[config.mk]
export PLATFORM = sky130hd
export DESIGN_NAME = wb_arbiter
export DESIGN_NICKNAME = d
export VERILOG_FILES = /design/src/rtl/wb_arbiter.sv
export SDC_FILE = /design/constraint.sdc
export NUM_CORES = 1
export LEC_CHECK = 0
export CAP_MARGIN = 15
export CORE_UTILIZATION = 35
export DETAILED_ROUTE_END_ITERATION = 8
export GPL_ROUTABILITY_DRIVEN = 0
export GPL_TIMING_DRIVEN = 0
export SLEW_MARGIN = 25
export SYNTH_ARGS = -nofsm -noshare
export SYNTH_HDL_FRONTEND = slang
export SYNTH_SLANG_ARGS = --single-unit
[constraint.sdc]
create_clock -name clk -period 3.1 [get_ports clk]
set_input_delay 0.62 -clock clk [delete_from_list [all_inputs] [get_ports clk]]
set_output_delay 0.62 -clock clk [all_outputs]
set_load 0.05 [all_outputs]
[src/rtl/wb_arbiter.sv]
// wb_arbiter: merges ALU results and FIFO-buffered load returns onto one register file write port
module wb_arbiter #(
  parameter int FIFO_DEPTH = 4,
  parameter int CNT_WIDTH = 3,
  parameter int DATA_WIDTH = 32,
  parameter int REG_ADDR_WIDTH = 5
) (
  input  logic                      clk,
  input  logic                      rst,
  input  logic                      alu_valid,
  output logic                      alu_ready,
  input  logic [REG_ADDR_WIDTH-1:0] alu_waddr,
  input  logic [DATA_WIDTH-1:0]     alu_wdata,
  input  logic                      mem_valid,
  output logic                      mem_ready,
  input  logic [REG_ADDR_WIDTH-1:0] mem_waddr,
  input  logic [DATA_WIDTH-1:0]     mem_wdata,
  output logic                      wena,
  output logic [REG_ADDR_WIDTH-1:0] waddr,
  output logic [DATA_WIDTH-1:0]     wdata,
  output logic [CNT_WIDTH-1:0]      mem_count
);
  localparam int PW = $clog2(FIFO_DEPTH);
  logic [REG_ADDR_WIDTH-1:0] fifo_addr [FIFO_DEPTH];
  logic [DATA_WIDTH-1:0] fifo_data [FIFO_DEPTH];
  logic [PW-1:0] rd_ptr, wr_ptr;
  logic last_grant;
  logic head_req, grant_alu, grant_mem, push;
  // last_grant: 0 = ALU, 1 = MEM; the loser of the previous contention wins the next
  always_comb begin
    head_req = mem_count != '0;
    grant_alu = alu_valid && (!head_req || last_grant);
    grant_mem = head_req && (!alu_valid || !last_grant);
    alu_ready = !rst && grant_alu;
    mem_ready = !rst && mem_count != CNT_WIDTH'(FIFO_DEPTH);
    push = mem_valid && mem_ready;
  end
  always_ff @(posedge clk)
    if (push) begin
      fifo_addr[wr_ptr] <= mem_waddr;
      fifo_data[wr_ptr] <= mem_wdata;
    end
  always_ff @(posedge clk) begin
    if (rst) begin
      wena <= 1'b0;
      waddr <= '0;
      wdata <= '0;
      mem_count <= '0;
      rd_ptr <= '0;
      wr_ptr <= '0;
      last_grant <= 1'b1;
    end else begin
      if (push) wr_ptr <= wr_ptr + 1'b1;
      if (grant_mem) rd_ptr <= rd_ptr + 1'b1;
      if (push != grant_mem) mem_count <= push ? mem_count + 1'b1 : mem_count - 1'b1;
      wena <= grant_alu || grant_mem;
      if (grant_alu || grant_mem) begin
        waddr <= grant_mem ? fifo_addr[rd_ptr] : alu_waddr;
        wdata <= grant_mem ? fifo_data[rd_ptr] : alu_wdata;
        last_grant <= grant_mem;
      end
    end
  end
endmodule

Word-level counts from Yosys, hierarchy flattened
Memory sizes are Yosys's and may differ from the RTL's. A register that Yosys moved wholly into a read port is not among the register bits.
Cells that the tools add are included.
{"block": "totals", "reg_bits": 46, "latchBits": 0, "ramBits": 148, "rom_bits": 0, "mem_count": 2}
{"block": "op_classes", "n_addsub": 4, "n_mul": 0, "div_mod_pow": 0, "n_lt_le_gt_ge": 0, "eq_ne": 2, "shift": 0, "n_mux": 9, "n_bitwise": 0, "n_reduce_logical": 13}
{"memory": "fifo_data", "words": 4, "word_bits": 32, "rd": 1, "rd_ports_with_merged_regs": 1, "write_ports": 1, "line_no": "25", "rtl": "logic [DATA_WIDTH-1:0] fifo_data [FIFO_DEPTH];"}
{"memory": "fifo_addr", "words": 4, "word_bits": 5, "rd": 1, "rd_ports_with_merged_regs": 1, "write_ports": 1, "line_no": "24", "rtl": "logic [REG_ADDR_WIDTH-1:0] fifo_addr [FIFO_DEPTH];"}
{"op": "32-bit two-way mux", "n": 1}
{"op": "2-bit two-way mux", "n": 4}
{"op": "1-bit logical AND", "n": 5}
{"op": "5-bit two-way mux", "n": 1}
{"op": "2-bit by 1-bit adder with 2-bit output (second input constant)", "n": 2}
{"op": "1-bit logical NOT", "n": 4}
{"op": "3-bit by 1-bit adder with 3-bit output (second input constant)", "n": 1}
{"op": "1-bit logical OR", "n": 3}
{"op": "3-bit two-way mux", "n": 1}
{"op": "3-bit != test (second input constant)", "n": 1}
{"op": "3-bit nonzero test", "n": 1}
{"op": "3-bit by 1-bit subtractor with 3-bit output (second input constant)", "n": 1}
{"op": "1-bit two-way mux", "n": 2}
{"op": "1-bit != test", "n": 1}

Depth between registers and ports, before layout
Gate-level depths: netlist of run 1.
{"block": "depth", "ltp_word": 5, "ltp_mapped": 8, "mapped_depth_nobuf": 8}

Worst setup path before layout of run 1
Ideal clock, no wire load.
{"block": "synth_timing", "kind": "register to register", "startpoint": "register mem_count[0]", "endpoint": "memory fifo_addr[1][0], enable pin", "arrival_time_ps": 2252, "required_time_ps": 2702, "setup_slack_ps": 450, "path_stages_with_launch": 4, "period_less_slack_ps": 2650, "cell_sequence": "dfxtp_1 nor3b_2 nor3b_4 and2_1"}
{"block": "synth_via", "elab_chain_len": 5}
{"element": "start, declared", "line_no": "21", "rtl": "output logic [CNT_WIDTH-1:0] mem_count"}
{"element": "start signal, assigned", "line_no": "55", "rtl": "if (push != grant_mem) mem_count <= push ? mem_count + 1'b1 : mem_count - 1'b1;"}
{"element": "3-bit != test", "line_no": "35", "rtl": "mem_ready = !rst && mem_count != CNT_WIDTH'(FIFO_DEPTH);"}
{"element": "1-bit logical AND", "line_no": "35"}
{"element": "1-bit logical AND", "line_no": "36", "rtl": "push = mem_valid && mem_ready;"}
{"element": "1-bit two-way mux", "line_no": "39", "rtl": "if (push) begin"}
{"element": "1-bit two-way mux (not written as such)", "line_no": "40", "rtl": "fifo_addr[wr_ptr] <= mem_waddr;"}
{"element": "end, declared", "line_no": "24"}
No other way between the ends.

Final worst setup path of run 1
{"block": "layout_timing", "startpoint": "register mem_count[0]", "endpoint": "output port alu_ready"}
{"block": "layout_via", "elab_chain_len": 5}
{"element": "3-bit nonzero test", "line_no": "31", "rtl": "head_req = mem_count != '0;"}
{"element": "1-bit logical NOT", "line_no": "32", "rtl": "grant_alu = alu_valid && (!head_req || last_grant);"}
{"element": "1-bit logical OR", "line_no": "32"}
{"element": "1-bit logical AND", "line_no": "32"}
{"element": "1-bit logical AND", "line_no": "34", "rtl": "alu_ready = !rst && grant_alu;"}
{"element": "end, declared", "line_no": "11", "rtl": "output logic alu_ready,"}
No other way between the ends.

==> impl_metrics.ini, run 1 <==
[routing]
drtPass1Iterations = 4
antenna_left = 0
num_vias = 4265
drc = 0
routed_via_density = 5.047
wl_um = 16750
routedWlPerCell_um = 19.82
first_iter_violations = 198

[floorplanning]
die_area_sq_mm = 0.02171
die_h_um = 147.3
core_sq_mm = 0.02049
initial_utilization_pct = 36.07
fp.dieW_um = 147.3
rows = 52
num_io_pins = 121

[min_path]
holdPathStages = 2
min_from = last_grant$_SDFFE_PP1P_
hold_path_end = last_grant$_SDFFE_PP1P_
hp-class = flip-flop to flip-flop

[finish]
area.growth.synth_to_final_pct = 28.40
antenna_cells = 0
drive_gt1_share_pct = 16.35
nets = 645

[grt]
grt_pass1_vias = 4623
grt-ovfl-total = 0
grt_antenna_before_repair = 0
grt_max_degree = 38
grt_pass1_wl_um = 25470
track_usage_pct = 16.01

[clocking]
cts_made_buffers = 17
post_cts_buffers = 0
htreeDepth = 4
clockBufferDepth = 2
cts_tree = built
path_clk_slew_ns = 0.07
cts_sinks = 196
cts_root_buf = clkbuf_16
clkLatencyLatePin_ns = 0.42

[logic_synthesis]
synthTopCellsByArea = edfxtp_1 (60%), dfxtp_1 (13%), mux4_2 (11%)
synth_top_area_share_pct = 60.11
synthArstFlopShare_pct = 0
syn-num-nets = 507
synth-edff-count = 148
syn_area_per_cell_sq_um = 17.44
ys_types = 37
post-synth-top-count-cell = edfxtp_1
synthTopCellsByCount = edfxtp_1 (148), dfxtp_1 (48), nand2_1 (41)
syn_area_sq_mm = 0.007393
syn_inst = 424
synth_seq_cells = 196
yosysWarnings = 0
ys_seq_area_share_pct = 73.11
synth_ff_type = edfxtp_1
yosys.area.top_type = edfxtp_1

[critical_path]
cp_max_fo = 10
arrival_ns = 2.31
end_kind = output pin
reg2reg_depth = 8
reg2reg_to = mem_count[2]$_SDFFE_PP0P_
cp.required_ns = 2.48
r2r_slack_ns = 0.70
r2r-start = mem_count[0]$_SDFFE_PP0P_
path_class = flip-flop to output pin
critPathLaunchType = flip-flop

[sta]
layout_min_cycle_time_ns = 2.931
rsz0062_at_grt = no
period_share_pct = 94.54
max_slew_margin_pct = 54.58
hold_viol_final = 0
setup_viol = 0
drv_slew = 0
skew_ns = 0.008648
max_freq_ghz = 0.3412
worst_pin_slew_ns = 0.6813
setup_slack_ns = 0.1694

[placed_design]
numPortBuffers = 119
place_ws_ns = -1.022
dp_hpwl_um = 10860

[flow_run]
drv_cap = 0

[outcome]
status = completed

[power]
ir_drop_mv = 0.3728
powerDensity_mw_per_mm2 = 827.7
power_mw = 7.857
leakage_nw = 3.061
[metrics by stage]
step / hold slack, ns / util, % / cells / setup TNS, ns / cell area (sq um)
after CTS: 0.4810 / 46.32 / 845 / 0 / 9493
after global routing: 0.5658 / 46.32 / 845 / 0 / 9493
after global placement: 0.4699 / 43.53 / 813 / -65.22 / 8922
after floorplan: 0.4454 / - / 424 / 0 / 7393
after detailed placement: 0.4707 / 43.58 / 813 / -1.381 / 8931
final: 0.4802 / 46.32 / 845 / 0 / 9493
[cells by family after synthesis]
logic type	after synthesis	share of synthesized area, %
AOI/OAI and AO/OA	77	7.176
xor gates and xnor gates	4	0.5755
adders and majority gates	5	0.9477
buffers and inverters	35	2.132
DFF	196	73.11
muxes	40	11.76
and+or+nand+nor	67	4.298
[routing by layer]
metal / routed length [um] / global-route usage, %
met1: 7332 / 20.35
met2: 8483 / 27.90
met3: 748 / 2.950
met4: 181 / 4.536
met5: 0 / 0
[state kept, by name (all words and copies together), names as in the netlist, named ones only]
| name | flops |
|---|---|
| rd_ptr | 2 |
| waddr | 5 |
| last_grant | 1 |
| wena | 1 |
| fifo_data | 128 |
| mem_count | 3 |
| wr_ptr | 2 |
| wdata | 32 |
| fifo_addr | 20 |
[placed cells by master (no fill, tap or decap), drive strengths merged, types with 3 or more instances in the layout]
| cell type | count |
|---|---|
| a21oi | 37 |
| a32oi | 37 |
| and2 | 6 |
| buf | 16 |
| clkbuf | 38 |
| clkdlybuf4s50 | 116 |
| clkinv | 5 |
| dfxtp | 48 |
| edfxtp | 148 |
| ha | 4 |
| inv | 7 |
| mux4 | 37 |
| nand2 | 41 |
| nor2 | 9 |
| xnor2 | 3 |
[power breakdown]
part           switching (mW)  internal, mW
sequential              0.133          3.10
clock                   0.926          1.12
combinational            1.55          1.03
total                    2.61          5.25
[area by class of cell]
class	instances	area [sq um]
Buffer	31	147.6
Clock inverter	10	71.32
Clock buffer	22	485.5
Multi-Input combinational cell	193	1839
Tap cell	270	337.8
Timing Repair Buffer	119	1191
Sequential cell	196	5405
Fill cell	1766	11000
Inverter	4	15.01
[how the worst max path moves through the flow]
stage	cells past startpoint	from	to
2_1_floorplan	3	mem_count[0]$_SDFFE_PP0P_	fifo_addr[1][0]$_DFFE_PP_
3_3_place_gp	5	alu_valid	alu_ready
3_5_place_dp	5	alu_valid	alu_ready
4_1_cts	7	mem_count[0]$_SDFFE_PP0P_	alu_ready
5_1_grt	7	mem_count[0]$_SDFFE_PP0P_	alu_ready
6_report	7	mem_count[0]$_SDFFE_PP0P_	alu_ready
[worst max-delay path: stages, from the launching register on]
cell	delay [ns]
dfxtp_1	0.39
or3_4	0.42
and2_0	0.14
buf_2	0.15
buf_2	0.21
nor2_1	0.13
and2_1	0.19
clkbuf_4	0.25
[what timing repair did]
item | 4_1_cts | 5_1_grt
pin swaps | 0 | 0
endpoints found under the setup margin | 2 | 2
resized for setup | 8 | 5
cloned | 0 | 0
hold buffers | 0 | 0
hold endpoints to repair | 0 | 0
Note: power is estimated with default switching activity, not from simulation.
==> run 2, diff against run 1 <==
--- a/config.mk
+++ b/config.mk
@@ -10,6 +10,7 @@
 export DETAILED_ROUTE_END_ITERATION = 8
 export GPL_ROUTABILITY_DRIVEN = 0
 export GPL_TIMING_DRIVEN = 0
+export PLACE_DENSITY_LB_ADDON = 0.2
 export SLEW_MARGIN = 25
 export SYNTH_ARGS = -nofsm -noshare
 export SYNTH_HDL_FRONTEND = slang
==> run 2 against run 1 <==
Sequential cell count is the same. Die area is the same. Largest power group unchanged. Clock skew shrank 0.00098 ns. Total power grew 1.7%. Clock power grew 7%. Final cell count is the same. Final area grew 0.33%. Wire length grew 0.64%. Combinational power is essentially flat. Worst setup slack gained 0.0072 ns.
==> impl_metrics.ini, run 2 (same netlist as run 1, synthesis figures left out) <==
[outcome]
status = completed

[min_path]
hp-class = flip-flop to flip-flop

[sta]
timing.hold.ws_ns = 0.4759
max_slew_margin_pct = 52.76
setup_viol = 0
finalSetupTns_ns = 0
period_share_pct = 94.30
rsz0062_at_grt = no
layout_min_cycle_time_ns = 2.923
hold_viol_final = 0
drv_slew = 0
max_freq_ghz = 0.3421
worst_pin_slew_ns = 0.7085
skew_ns = 0.007664

[routing]
drtPass1Iterations = 4
first_iter_violations = 237
num_vias = 4255
wl_um = 16850
drc = 0
antenna_left = 0
routed_via_density = 5.036
routedWlPerCell_um = 19.95

[finish]
largestRegisters = fifo_data (128), wdata (32), fifo_addr (20)
fillCellCount = 1802
area.growth.synth_to_final_pct = 28.82
regMostFlops = fifo_data
layout_common_cells = edfxtp_1 (148), clkdlybuf4s50_1 (116), dfxtp_1 (48)
drive_gt1_share_pct = 16.17
nets = 645
antenna_cells = 0
largest_reg_flops = 128
final_cell_area_sq_mm = 0.009524
final_common_cell = edfxtp_1

[power]
clkPwrFrac_pct = 27.4
power_frac_comb_pct = 32.1
ir_drop_mv = 0.4140
powerDensity_mw_per_mm2 = 839.1
p_sw_mw = 2.597
power_mw = 7.991
power.share.switching_pct = 32.50
internal_power_mw = 5.394
leakage_nw = 3.063
p_seq_share_pct = 40.5

[clocking]
path_clk_slew_ns = 0.06
clkLatencyLatePin_ns = 0.43
htreeDepth = 4
cts_tree = built
ctsHoldBuffers = 0
cts_root_buf = clkbuf_16
post_cts_buffers = 0
clockBufferDepth = 2
cts_sinks = 196
cts_made_buffers = 17

[critical_path]
cp.required_ns = 2.48
cp_num_buf_inv = 3
end_kind = output pin
crit_chain = or3_4 -> and2_0 -> buf_2 -> buf_2 -> nor2_1 -> and2_1 -> buf_2
critPathLaunchType = flip-flop
crit_family = simple AND/OR/NAND/NOR gates
cpPeakStageDelay_ns = 0.42
arrival_ns = 2.30
crit_slowest_cell = or3_4
path_class = flip-flop to output pin
cp_max_fo = 10
cpMostUsedCell = buf_2

[floorplanning]
initial_utilization_pct = 36.07
core_sq_mm = 0.02049
die_h_um = 147.3
num_io_pins = 121
rows = 52
fp.dieW_um = 147.3
die_area_sq_mm = 0.02171

[grt]
grt_pass1_wl_um = 25920
grt_max_degree = 38
grt-ovfl-total = 0
track_usage_pct = 16.36
grt_pass1_vias = 4534
grt_antenna_before_repair = 0

[flow_run]
drv_cap = 0

[placed_design]
numPortBuffers = 119
postPlaceCellArea_sq_mm = 0.008931
dp_hpwl_um = 10920
[run 2: final cells by class]
class,count,area [sq um],share of cell area [%]
clock inverters,13,158.9,1.668
repair buffers,119,1187,12.47
multi-input cells,193,1839,19.31
flip-flops and latches,196,5405,56.75
plain buffers,31,147.6,1.550
inverters,4,15.01,0.1576
well taps,270,337.8,3.547
clock buffers,19,432.9,4.545
[run 2: per-layer routing]
| layer | vias to the layer above | track usage [%] | part of all wire, % | wire [um] |
|---|---|---|---|---|
| li1 | 1967 | - | - | - |
| met1 | 2173 | 20.41 | 43 | 7186 |
| met2 | 104 | 28.47 | 51 | 8663 |
| met3 | 11 | 3.540 | 5.2 | 868 |
| met4 | 0 | 4.794 | 0.81 | 136 |
| met5 | - | 0 | 0 | 0 |
[run 2: worst reg2reg max path: cells and delay by family (launching register included)]
kind                       cells  cell delay (ns)
AOI/OAI and AO/OA              1             0.18
adders and majority gates      1             0.41
and+or+nand+nor                4             0.72
DFF                            1             0.50
muxes                          1             0.35
buffers and inverters          1             0.11
[run 2: repair_timing]
item                       4_1_cts  5_1_grt
pin swaps                        0        0
setup endpoints to repair        2        2
resized for setup                8        3
[run 2: through the flow]
step	cells	setup slack, ns	utilization (%)
after global placement	813	-0.9764	43.53
after detailed placement	813	-0.9944	43.58
after floorplan	424	0.4502	-
after CTS	845	0.04269	46.49
final	845	0.1766	46.47
after global routing	845	0.03926	46.47
[run 2: path summary, 6_finish.rpt]
kind	startpoint	end	slack [ns]	depth (start not counted)
worst min register to register	last_grant$_SDFFE_PP1P_	last_grant$_SDFFE_PP1P_	0.48	2
worst max register to register	mem_count[0]$_SDFFE_PP0P_	mem_count[2]$_SDFFE_PP0P_	0.72	8
worst max-delay path	mem_count[0]$_SDFFE_PP0P_	alu_ready	0.18	7
worst min-delay path	last_grant$_SDFFE_PP1P_	last_grant$_SDFFE_PP1P_	0.48	2
[run 2: power groups by stage]
stage | sequential (mW) | combinational, mW | clock (mW)
2_1_floorplan | 3.79 | 1.24 | 0
3_3_place_gp | 3.28 | 2.58 | 0
3_5_place_dp | 3.29 | 2.60 | 0
4_1_cts | 3.24 | 2.61 | 2.23
5_1_grt | 3.27 | 2.75 | 2.33
6_report | 3.24 | 2.56 | 2.19
==> run 3, diff against run 2 <==
--- a/config.mk
+++ b/config.mk
@@ -6,10 +6,13 @@
 export NUM_CORES = 1
 export LEC_CHECK = 0
 export CAP_MARGIN = 15
+export CORE_MARGIN = 2
 export CORE_UTILIZATION = 35
+export CTS_CLUSTER_SIZE = 40
 export DETAILED_ROUTE_END_ITERATION = 8
 export GPL_ROUTABILITY_DRIVEN = 0
 export GPL_TIMING_DRIVEN = 0
+export HOLD_SLACK_MARGIN = 0.15
 export PLACE_DENSITY_LB_ADDON = 0.2
 export SLEW_MARGIN = 25
 export SYNTH_ARGS = -nofsm -noshare
==> run 3 against run 2 <==
Fmax up 0.74%. Count of clock-buffer cells in the layout up 2. Clock skew up 0.0074 ns. Total power up 0.55%. Sequential share of layout area down 0.16 points. Combinational power about the same. Core utilization down 0.75 points. Worst hold slack better by 0.0056 ns. Critical path depth up 1. Sequential power about the same. Critical endpoint unchanged. Largest cell class unchanged. Largest power group unchanged.
==> impl_metrics.ini, run 3 (same netlist as run 1, synthesis figures left out) <==
[finish]
regMostFlops = fifo_data
nets = 645
antenna_cells = 0
drive_gt1_share_pct = 16.17
final_cells = 850
largestRegisters = fifo_data (128), wdata (32), fifo_addr (20)
area.growth.synth_to_final_pct = 29.18
final_common_cell = edfxtp_1
largest_reg_flops = 128
fillCellCount = 1836
layout_common_cells = edfxtp_1 (148), clkdlybuf4s50_1 (116), dfxtp_1 (48)
final_cell_area_sq_mm = 0.009550
utilization_pct = 45.72

[sta]
worst_pin_slew_ns = 0.7182
period_share_pct = 93.61
max_freq_ghz = 0.3446
setup_viol = 0
drv_slew = 0
hold_viol_final = 0
layout_min_cycle_time_ns = 2.902
max_slew_margin_pct = 52.12
rsz0062_at_grt = no
finalSetupTns_ns = 0
skew_ns = 0.01503

[critical_path]
reg2reg_to = mem_count[2]$_SDFFE_PP0P_
crit_slowest_cell = clkdlybuf4s15_1
crit_cells = 8
r2r_slack_ns = 0.67
crit_end = alu_ready
critPathLaunchType = input pin
cp_num_buf_inv = 4
crit_family = buffers and inverters
reg2reg_depth = 8
cp.required_ns = 2.48
startpoint = alu_valid
r2r-start = mem_count[0]$_SDFFE_PP0P_
crit_chain = clkdlybuf4s15_1 -> nand2_1 -> and2_0 -> buf_2 -> buf_2 -> nor2_1 -> and2_1 -> buf_2
cpPeakStageDelay_ns = 0.40
arrival_ns = 2.28
path_class = input pin to output pin
cpMostUsedCell = buf_2
end_kind = output pin
cp_max_fo = 10

[floorplanning]
core_sq_mm = 0.02089
num_io_pins = 121
initial_utilization_pct = 35.39
die_h_um = 149.3
rows = 53
fp.dieW_um = 149.3
die_area_sq_mm = 0.02230

[clocking]
ctsHoldBuffers = 0
htreeDepth = 4
cts_root_buf = clkbuf_16
clkLatencyLatePin_ns = 0.43
cts_made_buffers = 17
path_clk_slew_ns = 0.07
post_cts_buffers = 0
cts_sinks = 196
cts_tree = built
clockBufferDepth = 2

[flow_run]
drv_cap = 0

[routing]
drc = 0
wl_um = 16740
drtPass1Iterations = 4
routed_via_density = 4.996
num_vias = 4247
first_iter_violations = 257
routedWlPerCell_um = 19.70
antenna_left = 0

[grt]
grt_max_degree = 38
grt_antenna_before_repair = 0
grt_pass1_wl_um = 25900
grt-ovfl-total = 0
grt_pass1_vias = 4552
track_usage_pct = 15.84

[power]
internal_power_mw = 5.444
power_frac_comb_pct = 31.9
power.share.switching_pct = 32.26
power_mw = 8.035
powerDensity_mw_per_mm2 = 841.4
p_seq_share_pct = 40.2
leakage_nw = 3.073
p_sw_mw = 2.592
ir_drop_mv = 0.4921
clkPwrFrac_pct = 27.9

[placed_design]
dp_hpwl_um = 10920
postPlaceCellArea_sq_mm = 0.008937
dp_cells = 818
numPortBuffers = 119

[outcome]
status = completed

[min_path]
hp-class = flip-flop to flip-flop
[run 3: cell types whose count changed in the layout (fill, tap and decap cells not counted)]
cell             change
clkinv_4             +1
clkbuf_8             +2
dlygate4sd2_1        -1
clkinvlp_4           -1
clkdlybuf4s15_1      +1
clkinv_2             -2
[run 3: final cells by class]
type	instances	area, sq um	area share [%]
flip-flops and latches	196	5405	56.60
well taps	275	344.1	3.603
inverters	4	15.01	0.1572
plain buffers	31	147.6	1.546
multi-input cells	193	1839	19.26
clock inverters	11	150.1	1.572
repair buffers	119	1189	12.45
clock buffers	21	460.4	4.821
[run 3: stage by stage]
step                setup WS (ns)  hold slack [ns]
detailed placement        -0.9690           0.4718
global placement          -0.9832           0.4708
floorplan                  0.4502           0.4454
global route              0.04156           0.5083
finish                     0.1981           0.4815
CTS                       0.03027           0.4814
[run 3: how the worst min path moves through the flow]
stage	slack, ns	to	cells past startpoint	from
after floorplan	0.45	last_grant$_SDFFE_PP1P_	2	last_grant$_SDFFE_PP1P_
after global placement	0.47	last_grant$_SDFFE_PP1P_	2	last_grant$_SDFFE_PP1P_
after detailed placement	0.47	last_grant$_SDFFE_PP1P_	2	last_grant$_SDFFE_PP1P_
after CTS	0.48	last_grant$_SDFFE_PP1P_	2	last_grant$_SDFFE_PP1P_
after global routing	0.51	last_grant$_SDFFE_PP1P_	2	last_grant$_SDFFE_PP1P_
final	0.48	last_grant$_SDFFE_PP1P_	2	last_grant$_SDFFE_PP1P_
[run 3: timing repair]
| action | CTS | global route |
|---|---|---|
| endpoints found under the setup margin | 2 | 2 |
| gates resized for setup | 9 | 3 |
| gates cloned | 0 | 0 |
| hold endpoints to repair | 0 | 0 |
[run 3: per-layer routing]
metal / GRT usage [%] / routed length [um] / vias to the layer above
li1: - / - / 1971
met1: 20.00 / 7269 / 2172
met2: 27.34 / 8621 / 94
met3: 3.976 / 726 / 10
met4: 4.000 / 127 / 0
met5: 0 / 0 / -
[run 3: power groups by stage]
stage	Sequential, mW	Combinational, mW	Clock, mW
2_1_floorplan	3.79	1.24	0
3_3_place_gp	3.28	2.58	0
3_5_place_dp	3.29	2.61	0
4_1_cts	3.24	2.61	2.28
5_1_grt	3.27	2.76	2.40
6_report	3.23	2.56	2.24
[run 3: tightest hold or removal path, delay by kind of cell, from the launching register on]
kind            cells  cell delay (ns)
flops               1             0.31
buf+inv             1             0.04
compound gates      1             0.08
